<file path="src/rtl/uart_pkg.sv">
// Shared types and constants for the UART receive MMIO block.
package uart_pkg;

  typedef enum logic [1:0] {
    RX_IDLE,
    RX_ACK,
    RX_WAIT_LOW
  } rx_state_t;

  localparam logic [31:0] ADDR_STATUS_DEFAULT = 32'h0000_FF00;
  localparam logic [31:0] ADDR_DATA_DEFAULT   = 32'h0000_FF04;

  localparam int ST_NOT_EMPTY = 0;
  localparam int ST_FULL      = 1;
  localparam int ST_COUNT_LSB = 4;
  localparam int ST_OVERRUN   = 8;

endpackage

</file>
<file path="src/rtl/sync_fifo.sv">
// Small synchronous FIFO with registered occupancy count and full/empty flags.
module sync_fifo #(
  parameter int WIDTH = 8,
  parameter int DEPTH = 4,
  parameter int CW    = $clog2(DEPTH + 1)
) (
  input  logic             clk,
  input  logic             rst,
  input  logic             push,
  input  logic             pop,
  input  logic [WIDTH-1:0] din,
  output logic [WIDTH-1:0] head,
  output logic [CW-1:0]    count,
  output logic             full,
  output logic             empty
);

  localparam int PW = $clog2(DEPTH);

  logic [WIDTH-1:0] mem [DEPTH];
  logic [PW-1:0]    wr_ptr;
  logic [PW-1:0]    rd_ptr;
  logic             do_push;
  logic             do_pop;

  assign full    = (count == CW'(DEPTH));
  assign empty   = (count == '0);
  assign do_push = push && !full;
  assign do_pop  = pop && !empty;
  assign head    = mem[rd_ptr];

  // DEPTH is a power of two, so pointers wrap by natural overflow.
  always_ff @(posedge clk) begin
    if (rst) begin
      wr_ptr <= '0;
      rd_ptr <= '0;
      count  <= '0;
    end else begin
      if (do_push) wr_ptr <= wr_ptr + 1'b1;
      if (do_pop)  rd_ptr <= rd_ptr + 1'b1;
      case ({do_push, do_pop})
        2'b10:   count <= count + 1'b1;
        2'b01:   count <= count - 1'b1;
        default: count <= count;
      endcase
    end
  end

  always_ff @(posedge clk) begin
    if (do_push) mem[wr_ptr] <= din;
  end

endmodule

</file>
<file path="src/rtl/uart_rx_mmio.sv">
// UART receive handshake plus FIFO, exposed to the CPU as STATUS and DATA registers.
module uart_rx_mmio
  import uart_pkg::*;
#(
  parameter int          DEPTH       = 4,
  parameter logic [31:0] ADDR_STATUS = ADDR_STATUS_DEFAULT,
  parameter logic [31:0] ADDR_DATA   = ADDR_DATA_DEFAULT
) (
  input  logic        clk,
  input  logic        rst,
  input  logic [7:0]  rxdata,
  input  logic        rxready,
  output logic        rxclk,
  input  logic [31:0] addr,
  input  logic        rd_en,
  output logic [31:0] rd_data,
  output logic        rd_hit
);

  localparam int CW = $clog2(DEPTH + 1);

  rx_state_t     state;
  rx_state_t     state_next;
  logic          push;
  logic          pop;
  logic [7:0]    head;
  logic [CW-1:0] count;
  logic          full;
  logic          empty;
  logic          overrun;
  logic          hit_status;
  logic          hit_data;
  logic          status_rd;
  logic          data_rd;
  logic [31:0]   status_word;

  sync_fifo #(.WIDTH(8), .DEPTH(DEPTH), .CW(CW)) u_fifo (
    .clk   (clk),
    .rst   (rst),
    .push  (push),
    .pop   (pop),
    .din   (rxdata),
    .head  (head),
    .count (count),
    .full  (full),
    .empty (empty)
  );

  always_ff @(posedge clk) begin
    if (rst) state <= RX_IDLE;
    else     state <= state_next;
  end

  // WAIT_LOW holds off until the host drops rxready so one byte is never captured twice.
  always_comb begin
    state_next = state;
    push       = 1'b0;
    case (state)
      RX_IDLE: begin
        if (rxready && !full) begin
          push       = 1'b1;
          state_next = RX_ACK;
        end
      end
      RX_ACK:      state_next = RX_WAIT_LOW;
      RX_WAIT_LOW: if (!rxready) state_next = RX_IDLE;
      default:     state_next = RX_IDLE;
    endcase
  end

  assign rxclk      = (state == RX_ACK);
  assign hit_status = (addr == ADDR_STATUS);
  assign hit_data   = (addr == ADDR_DATA);
  assign rd_hit     = hit_status || hit_data;
  assign status_rd  = rd_en && hit_status;
  assign data_rd    = rd_en && hit_data;
  assign pop        = data_rd && !empty;

  // Overrun is sticky: set by a DATA read on an empty FIFO, cleared by reading STATUS.
  always_ff @(posedge clk) begin
    if (rst)                     overrun <= 1'b0;
    else if (status_rd)          overrun <= 1'b0;
    else if (data_rd && empty)   overrun <= 1'b1;
  end

  always_comb begin
    status_word                        = '0;
    status_word[ST_OVERRUN]            = overrun;
    status_word[ST_COUNT_LSB +: 4]     = 4'(count);
    status_word[ST_FULL]               = full;
    status_word[ST_NOT_EMPTY]          = !empty;
  end

  always_comb begin
    rd_data = '0;
    if (status_rd)              rd_data = status_word;
    else if (data_rd && !empty) rd_data = {24'b0, head};
  end

endmodule
</file>
<file path="config.mk">
export PLATFORM = sky130hd
export DESIGN_NAME = uart_rx_mmio
export DESIGN_NICKNAME = d
export VERILOG_FILES = /design/src/rtl/uart_pkg.sv /design/src/rtl/sync_fifo.sv /design/src/rtl/uart_rx_mmio.sv
export SDC_FILE = /design/constraint.sdc
export NUM_CORES = 1
export LEC_CHECK = 0
export CAP_MARGIN = 25
export CORE_MARGIN = 2
export CORE_UTILIZATION = 50
export CTS_BUF_LIST = sky130_fd_sc_hd__clkbuf_8
export CTS_CLUSTER_DIAMETER = 80
export DETAILED_ROUTE_END_ITERATION = 8
export PLACE_DENSITY_LB_ADDON = 0.2
export SLEW_MARGIN = 5
export SYNTH_ARGS = -nofsm -noshare
export SYNTH_HDL_FRONTEND = slang
export SYNTH_SLANG_ARGS = --single-unit
</file>
<file path="constraint.sdc">
create_clock -name clk -period 3.88 [get_ports clk]
set_clock_uncertainty 0.2 [all_clocks]
set_input_delay 0.776 -clock clk [delete_from_list [all_inputs] [get_ports clk]]
set_output_delay 0.776 -clock clk [all_outputs]
set_load 0.05 [all_outputs]
</file>
==> report_table.html, run 1 <==
<table>
<tr><th>Metric</th><th>Value</th></tr>
<tr><th colspan="2">Power</th></tr>
<tr><td>Worst voltage drop across the vdd grid</td><td>287 uV</td></tr>
<tr><td>P per Cell Area</td><td>358 mW/mm2</td></tr>
<tr><td>Power after layout</td><td>1.06 mW</td></tr>
<tr><td>Static Leak</td><td>1.08 nW</td></tr>
<tr><th colspan="2">Placed design</th></tr>
<tr><td>Cell area after placement</td><td>0.00285 mm2</td></tr>
<tr><td>Number of input and output port buffers inserted</td><td>54</td></tr>
<tr><td>Post-placement setup slack</td><td>248 ps</td></tr>
<tr><td>Global placer's final weighted congestion</td><td>0.767</td></tr>
<tr><td>Placed wire-length estimate</td><td>3240 um</td></tr>
<tr><th colspan="2">Worst setup path</th></tr>
<tr><td>Critical path endpoint category</td><td>output port</td></tr>
<tr><td>Critical path data arrival time</td><td>2650 ps</td></tr>
<tr><td>Max FO, Critical Path</td><td>9</td></tr>
<tr><td>Category of the critical setup timing path</td><td>input pin to output port</td></tr>
<tr><td>Sort of element at the start of the critical path</td><td>input pin</td></tr>
<tr><td>Required time of the worst setup path</td><td>2900 ps</td></tr>
<tr><td>Number of cells traversed by the worst register-to-register path</td><td>8</td></tr>
<tr><td>Setup slack on the worst flop-to-flop path</td><td>1090 ps</td></tr>
<tr><th colspan="2">Synthesis</th></tr>
<tr><td>Cells taking the most area after synthesis</td><td>sky130_fd_sc_hd__edfxtp_1 (44%), sky130_fd_sc_hd__dfxtp_1 (11%), sky130_fd_sc_hd__mux4_2 (8.2%)</td></tr>
<tr><td>Most used DFF post-synth</td><td>sky130_fd_sc_hd__edfxtp_1</td></tr>
<tr><td>Warning count from the yosys run</td><td>0</td></tr>
<tr><td>Library cells used by synthesis</td><td>40</td></tr>
<tr><td>Syn Area/Cell</td><td>14.3 um2</td></tr>
<tr><td>Fraction of synthesis flops using an asynchronous set or reset pin</td><td>0</td></tr>
<tr><td>Area share of the leading cell type in the synthesized netlist</td><td>0.437</td></tr>
<tr><td>Post-synth EDFFs</td><td>32</td></tr>
<tr><td>Largest area contributor in the netlist</td><td>sky130_fd_sc_hd__edfxtp_1</td></tr>
<tr><td>Mapped cell area</td><td>0.00220 mm2</td></tr>
<tr><td>Part of the Yosys area used for sequential elements</td><td>0.546</td></tr>
<tr><td>Number of standard cells after synthesis</td><td>154</td></tr>
<tr><td>Synth Register Bits</td><td>44</td></tr>
<tr><th colspan="2">Drt</th></tr>
<tr><td>Antenna viol nets, final</td><td>0</td></tr>
<tr><td>Routed wirelength normalized by instance count</td><td>15.8 um</td></tr>
<tr><td>Total routed wirelength</td><td>4230 um</td></tr>
<tr><td>Number of violations reported at the end of detailed-routing iteration 0</td><td>48</td></tr>
<tr><td>Initial DRT Pass Iterations</td><td>4</td></tr>
<tr><td>Via total after detailed routing</td><td>1345</td></tr>
<tr><td>DRC viols</td><td>0</td></tr>
<tr><td>Detailed-route vias per instance</td><td>5.02</td></tr>
<tr><th colspan="2">Timing</th></tr>
<tr><td>Final Hold Vio Count</td><td>0</td></tr>
<tr><td>Shortest clock period the worst path allows after layout</td><td>3630 ps</td></tr>
<tr><td>Number of endpoints failing setup at the final stage</td><td>0</td></tr>
<tr><td>Final total negative setup slack</td><td>0 ps</td></tr>
<tr><td>Final Max Slew Viols</td><td>0</td></tr>
<tr><td>Final worst path period share</td><td>0.935</td></tr>
<tr><td>Maximum clock frequency</td><td>0.276 GHz</td></tr>
<tr><td>Worst Max-Slew Pin Slew</td><td>527 ps</td></tr>
<tr><td>Post-Route Hold Slack</td><td>276 ps</td></tr>
<tr><td>Post-layout worst setup margin</td><td>252 ps</td></tr>
<tr><td>Relative slew slack</td><td>0.648</td></tr>
<tr><td>Setup repair after global routing missed its margin</td><td>no</td></tr>
<tr><th colspan="2">Clock network</th></tr>
<tr><td>Clock insertion delay at the later pin of the skew report</td><td>300 ps</td></tr>
<tr><td>Number of buffers inserted during clock tree synthesis</td><td>5</td></tr>
<tr><td>Count of buffers added by post-CTS timing repair for setup</td><td>0</td></tr>
<tr><td>Number of H-tree branching levels</td><td>2</td></tr>
<tr><td>Clock sink total</td><td>44</td></tr>
<tr><td>Post-CTS Resized</td><td>0</td></tr>
<tr><td>Clk buf depth</td><td>2</td></tr>
<tr><td>Clock tree from TritonCTS</td><td>built</td></tr>
<tr><td>Clock-pin slew reported for the worst setup and hold paths after clock tree synthesis</td><td>80 ps</td></tr>
<tr><td>Root buf cell</td><td>sky130_fd_sc_hd__clkbuf_8</td></tr>
<tr><td>Count of hold buffers inserted by post-cts repair</td><td>0</td></tr>
<tr><th colspan="2">Global route</th></tr>
<tr><td>Maximum number of pins on one net before global-route repair</td><td>16</td></tr>
<tr><td>First-pass GRT wire length</td><td>6660 um</td></tr>
<tr><td>Initial antenna violation count</td><td>0</td></tr>
<tr><td>Number of global-route vias before repair</td><td>1406</td></tr>
<tr><td>Overflow left after global routing</td><td>0</td></tr>
<tr><td>Tot GR Track Use</td><td>0.178</td></tr>
<tr><th colspan="2">Finish</th></tr>
<tr><td>Area occupied by registers</td><td>0.00120 mm2</td></tr>
<tr><td>Fraction of layout cells with a size suffix above 1</td><td>0.194</td></tr>
<tr><td>Post-layout net count</td><td>265</td></tr>
<tr><td>Layout fillers</td><td>300</td></tr>
<tr><td>Antenna cell count</td><td>0</td></tr>
<tr><td>Layout Area Growth over Synthesis</td><td>34.6%</td></tr>
<tr><td>Post-layout instance area</td><td>0.00296 mm2</td></tr>
<tr><td>Area taken by multi-input logic gates</td><td>883 um2</td></tr>
<tr><th colspan="2">Worst hold path</th></tr>
<tr><td>Worst Hold Path Cells</td><td>2</td></tr>
<tr><td>Path type of the worst min-delay path</td><td>flop to flop</td></tr>
<tr><th colspan="2">Floorplan</th></tr>
<tr><td>I/O pins</td><td>78</td></tr>
<tr><td>Floorplan core area</td><td>0.00429 mm2</td></tr>
<tr><td>Horizontal extent of the die</td><td>70.3 um</td></tr>
<tr><td>Die area</td><td>0.00495 mm2</td></tr>
<tr><td>Die height</td><td>70.3 um</td></tr>
<tr><td>Site Rows</td><td>24</td></tr>
<tr><td>Initial core utilization</td><td>0.513</td></tr>
<tr><th colspan="2">Run status</th></tr>
<tr><td>Outcome</td><td>complete, no violations</td></tr>
<tr><th colspan="2">Run</th></tr>
<tr><td>Max-cap viol count</td><td>0</td></tr>
</table>
## power breakdown
| part | total, mW | internal (mW) | switching [mW] | leakage [nW] |
|---|---|---|---|---|
| registers | 0.539 | 0.526 | 0.0123 | 0.390 |
| logic | 0.169 | 0.0675 | 0.102 | 0.639 |
| clock network | 0.351 | 0.194 | 0.157 | 0.0548 |
## path summary, 6_finish.rpt
path,start,endpoint
setup / recovery,addr[5],rd_data[6]
hold / removal,overrun,overrun
setup reg to reg,u_fifo.count[1],u_fifo.count[2]
hold reg to reg,overrun,overrun
## cells by family after synthesis
family                   count (synthesis)  synth area share
buffers and inverters                   33            0.0961
AO/OA/AOI/OAI                            9            0.0370
adder cells (fa/ha/maj)                  6            0.0375
flip-flops                              44             0.546
other                                    1           0.00170
multiplexers                            13             0.106
AND/OR/NAND/NOR                         45             0.164
XOR/XNOR                                 3            0.0119
## Yosys cell counts, drive strengths merged, types with 5 or more instances
cell and instances:
inv 7, mux4 8, edfxtp 32, dfxtp 12, nor4 7, and2 8
ha 5, nor2 9, buf 24
## per-stage QoR
step / instances / utilization
2_1_floorplan: 176 / -
3_3_place_gp: 260 / 0.663
3_5_place_dp: 260 / 0.663
4_1_cts: 268 / 0.690
5_1_grt: 268 / 0.690
6_report: 268 / 0.690
## layout by cell type, fill, tap and decap left out, drive strengths merged
master         netlist  layout
nor4                 7       7
mux2i                2       2
nor2b                3       3
nand4                3       3
dfxtp               12      12
a22o                 3       3
and4                 1       1
nor3                 3       3
nand2                1       1
nor4b                3       3
xor2                 1       1
nor2                 9       9
buf                 24      14
inv                  7       8
conb                 1      23
a2111oi              1       1
nand2b               1       1
a211oi               1       1
mux4                 8       8
fa                   1       1
nand3b               1       1
bufinv               0       1
nor4bb               1       1
or3                  1       1
nand3                1       1
a21oi                3       3
ha                   5       5
o21ai                1       1
mux2                 3       3
nand4b               1       1
clkdlybuf4s50        0      44
clkbuf               2       5
nand4bb              1       1
and2                 8       8
clkinvlp             0       1
xnor2                2       2
edfxtp              32      32
## area by class of cell
class                           instances  area share
Clock inverter                          3      0.0156
Timing Repair Buffer                   58       0.226
Tap cell                               52      0.0220
Clock buffer                            5      0.0232
Inverter                                7     0.00887
Multi-Input combinational cell         99       0.298
Sequential cell                        44       0.406
## critical path: stages
cell,delay (ps)
sky130_fd_sc_hd__clkdlybuf4s50_1,450
sky130_fd_sc_hd__nor4_4,370
sky130_fd_sc_hd__nand4bb_4,190
sky130_fd_sc_hd__nor4_4,300
sky130_fd_sc_hd__buf_4,210
sky130_fd_sc_hd__a22o_1,210
sky130_fd_sc_hd__buf_12,150
## routing by layer
metal,global-route usage,up-vias,share of wire
li1,-,646,-
met1,0.193,626,0.38
met2,0.311,67,0.52
met3,0.0635,6,0.089
met4,0.0769,0,0.015
met5,0,-,0
## sequential cells by signal (all words and copies together) (netlist names), named ones only
| register | cells |
|---|---|
| overrun | 1 |
| u_fifo.wr_ptr | 2 |
| u_fifo.rd_ptr | 2 |
| u_fifo.count | 3 |
| u_fifo.mem | 32 |
| state | 2 |
Power figures use the tool's default switching activity.
==> run 2: changes to the inputs <==
- SETUP_SLACK_MARGIN: default -> 0.1
- SKIP_CTS_REPAIR_TIMING: default -> 1
==> results of run 2 <==
Same layout as run 1: the final DEF is identical, and so are final timing and power.
==> run 3: changes to the inputs <==
- CORE_UTILIZATION: 50 -> 46
- TNS_END_PERCENT: default -> 5
- clock period: 3.88 -> 3.4 ns (I/O delays scaled with it)
==> run 3 against run 2 <==
Count of clock-buffer cells in the layout did not move. Routed wire length rose by 8.9%. Die area rose by 8.2%. Non-clock buffer count rose by 4. Global-route usage fell by 0.88 points. Critical endpoint is now rd_data[1]. Register-to-register slack got worse by 390 ps. Sequential share of layout area fell by 2.1 points. Utilization fell by 1.9 points. Clock power rose by 7.7%. Power rose by 13%. Cell area rose by 5.6%.
==> report_table.html, run 3 (same netlist as run 1, synthesis figures left out) <==
<table>
<tr><th>Metric</th><th>Value</th></tr>
<tr><th colspan="2">Timing</th></tr>
<tr><td>Worst Max-Slew Pin Slew</td><td>535 ps</td></tr>
<tr><td>Number of endpoints failing setup at the final stage</td><td>0</td></tr>
<tr><td>Shortest clock period the worst path allows after layout</td><td>3200 ps</td></tr>
<tr><td>Post-layout worst setup margin</td><td>201 ps</td></tr>
<tr><td>Relative slew slack</td><td>0.643</td></tr>
<tr><td>Setup repair after global routing missed its margin</td><td>no</td></tr>
<tr><td>Final Max Slew Viols</td><td>0</td></tr>
<tr><td>Post-Route Hold Slack</td><td>260 ps</td></tr>
<tr><td>Final worst path period share</td><td>0.941</td></tr>
<tr><td>Final Hold Vio Count</td><td>0</td></tr>
<tr><td>Maximum clock frequency</td><td>0.313 GHz</td></tr>
<tr><td>Final total negative setup slack</td><td>0 ps</td></tr>
<tr><th colspan="2">Clock network</th></tr>
<tr><td>Number of H-tree branching levels</td><td>2</td></tr>
<tr><td>Clock-pin slew reported for the worst setup and hold paths after clock tree synthesis</td><td>70 ps</td></tr>
<tr><td>Number of buffers inserted during clock tree synthesis</td><td>5</td></tr>
<tr><td>Clock tree from TritonCTS</td><td>built</td></tr>
<tr><td>Clock sink total</td><td>44</td></tr>
<tr><td>Clk buf depth</td><td>2</td></tr>
<tr><td>Root buf cell</td><td>sky130_fd_sc_hd__clkbuf_8</td></tr>
<tr><td>Clock insertion delay at the later pin of the skew report</td><td>280 ps</td></tr>
<tr><th colspan="2">Power</th></tr>
<tr><td>Worst voltage drop across the vdd grid</td><td>383 uV</td></tr>
<tr><td>Static Leak</td><td>1.31 nW</td></tr>
<tr><td>P per Cell Area</td><td>383 mW/mm2</td></tr>
<tr><th colspan="2">Placed design</th></tr>
<tr><td>Post-placement setup slack</td><td>-50.7 ps</td></tr>
<tr><td>Number of placed cells counting well taps</td><td>265</td></tr>
<tr><td>Cell area after placement</td><td>0.00289 mm2</td></tr>
<tr><td>Global placer's final weighted congestion</td><td>0.818</td></tr>
<tr><td>Placed wire-length estimate</td><td>3410 um</td></tr>
<tr><td>Number of input and output port buffers inserted</td><td>54</td></tr>
<tr><th colspan="2">Drt</th></tr>
<tr><td>Detailed-route vias per instance</td><td>5.20</td></tr>
<tr><td>Via total after detailed routing</td><td>1425</td></tr>
<tr><td>Antenna viol nets, final</td><td>0</td></tr>
<tr><td>Routed wirelength normalized by instance count</td><td>16.8 um</td></tr>
<tr><td>DRC viols</td><td>0</td></tr>
<tr><td>Number of violations reported at the end of detailed-routing iteration 0</td><td>30</td></tr>
<tr><td>Total routed wirelength</td><td>4600 um</td></tr>
<tr><td>Initial DRT Pass Iterations</td><td>4</td></tr>
<tr><th colspan="2">Finish</th></tr>
<tr><td>Leading cell type in the layout, fill and taps excluded</td><td>sky130_fd_sc_hd__edfxtp_1</td></tr>
<tr><td>Most frequent cells in the layout</td><td>sky130_fd_sc_hd__edfxtp_1 (32), sky130_fd_sc_hd__clkdlybuf4s50_1 (24), sky130_fd_sc_hd__conb_1 (23), sky130_fd_sc_hd__dlymetal6s2s_1 (20), sky130_fd_sc_hd__dfxtp_1 (12)</td></tr>
<tr><td>Flip-flop count of the largest register, all copies and words added</td><td>32</td></tr>
<tr><td>Fraction of layout cells with a size suffix above 1</td><td>0.218</td></tr>
<tr><td>Antenna cell count</td><td>0</td></tr>
<tr><td>Layout Area Growth over Synthesis</td><td>42.1%</td></tr>
<tr><td>Post-layout instance area</td><td>0.00313 mm2</td></tr>
<tr><td>Register ranked first by flip-flop count</td><td>u_fifo.mem</td></tr>
<tr><td>Largest registers</td><td>u_fifo.mem x32, u_fifo.count x3</td></tr>
<tr><td>Non-filler cells, final</td><td>274</td></tr>
<tr><td>Post-layout net count</td><td>269</td></tr>
<tr><th colspan="2">Floorplan</th></tr>
<tr><td>I/O pins</td><td>78</td></tr>
<tr><td>Floorplan core area</td><td>0.00466 mm2</td></tr>
<tr><td>Site Rows</td><td>25</td></tr>
<tr><td>Die area</td><td>0.00535 mm2</td></tr>
<tr><td>Initial core utilization</td><td>0.472</td></tr>
<tr><td>Die height</td><td>73.2 um</td></tr>
<tr><td>Horizontal extent of the die</td><td>73.2 um</td></tr>
<tr><th colspan="2">Global route</th></tr>
<tr><td>Number of global-route vias before repair</td><td>1496</td></tr>
<tr><td>Overflow left after global routing</td><td>0</td></tr>
<tr><td>Tot GR Track Use</td><td>0.169</td></tr>
<tr><td>Maximum number of pins on one net before global-route repair</td><td>14</td></tr>
<tr><td>Initial antenna violation count</td><td>0</td></tr>
<tr><td>First-pass GRT wire length</td><td>6730 um</td></tr>
<tr><th colspan="2">Worst setup path</th></tr>
<tr><td>Critical path data arrival time</td><td>2320 ps</td></tr>
<tr><td>Category of the critical setup timing path</td><td>input pin to output port</td></tr>
<tr><td>Setup slack on the worst flop-to-flop path</td><td>700 ps</td></tr>
<tr><td>Max FO, Critical Path</td><td>4</td></tr>
<tr><td>Required time of the worst setup path</td><td>2520 ps</td></tr>
<tr><td>Sort of element at the start of the critical path</td><td>input pin</td></tr>
<tr><td>Critical path endpoint category</td><td>output port</td></tr>
<tr><th colspan="2">Run</th></tr>
<tr><td>Max-cap viol count</td><td>0</td></tr>
<tr><th colspan="2">Run status</th></tr>
<tr><td>Outcome</td><td>complete, no violations</td></tr>
<tr><th colspan="2">Worst hold path</th></tr>
<tr><td>Path type of the worst min-delay path</td><td>flop to flop</td></tr>
</table>
-- run 3: cell count changes in the layout (fill, tap and decap cells not counted), moves of 2 or more --
cell                              before  now
sky130_fd_sc_hd__nor4_2                3    0
sky130_fd_sc_hd__clkdlybuf4s50_1      44   24
sky130_fd_sc_hd__dlymetal6s2s_1        0   20
sky130_fd_sc_hd__nor4b_2               2    0
sky130_fd_sc_hd__buf_4                 4    7
sky130_fd_sc_hd__nor4_4                2    6
sky130_fd_sc_hd__nor4b_4               1    3
-- run 3: per-layer routing --
layer  track usage  routed length, um
met4        0.0658                 74
met3        0.0428                383
met5             0                  0
met1         0.172               1630
met2         0.325               2510
-- run 3: cell type report --
class	instances	area, um2
fill	338	1530
sequential	44	1200
multi-input combinational	99	970
timing repair buffer	62	754
clock buffer	5	68.8
tap	54	67.6
clock inverter	3	38.8
inverter	7	26.3
-- run 3: per-stage QoR --
stage	util	total power, mW
global route	0.671	1.24
floorplan	-	0.763
detailed placement	0.620	0.827
global placement	0.620	0.818
CTS	0.643	1.20
finish	0.671	1.20
-- run 3: report_power, final --
| part | internal, mW | switching, mW |
|---|---|---|
| clock | 0.215 | 0.164 |
| sequential | 0.601 | 0.0149 |
| combinational | 0.0776 | 0.126 |
-- run 3: final timing paths --
kind,start,to,depth (start not counted)
min reg2reg,overrun,overrun,2
max reg2reg,u_fifo.count[0],u_fifo.count[2],8
max,addr[7],rd_data[1],7
min,overrun,overrun,2
-- run 3: critical path: stages --
cell                              delay, ps
sky130_fd_sc_hd__clkdlybuf4s50_1        440
sky130_fd_sc_hd__nor4_4                 290
sky130_fd_sc_hd__nand4bb_4              200
sky130_fd_sc_hd__buf_6                  170
sky130_fd_sc_hd__nor2_4                  90
sky130_fd_sc_hd__nor4b_4                270
sky130_fd_sc_hd__buf_12                 180
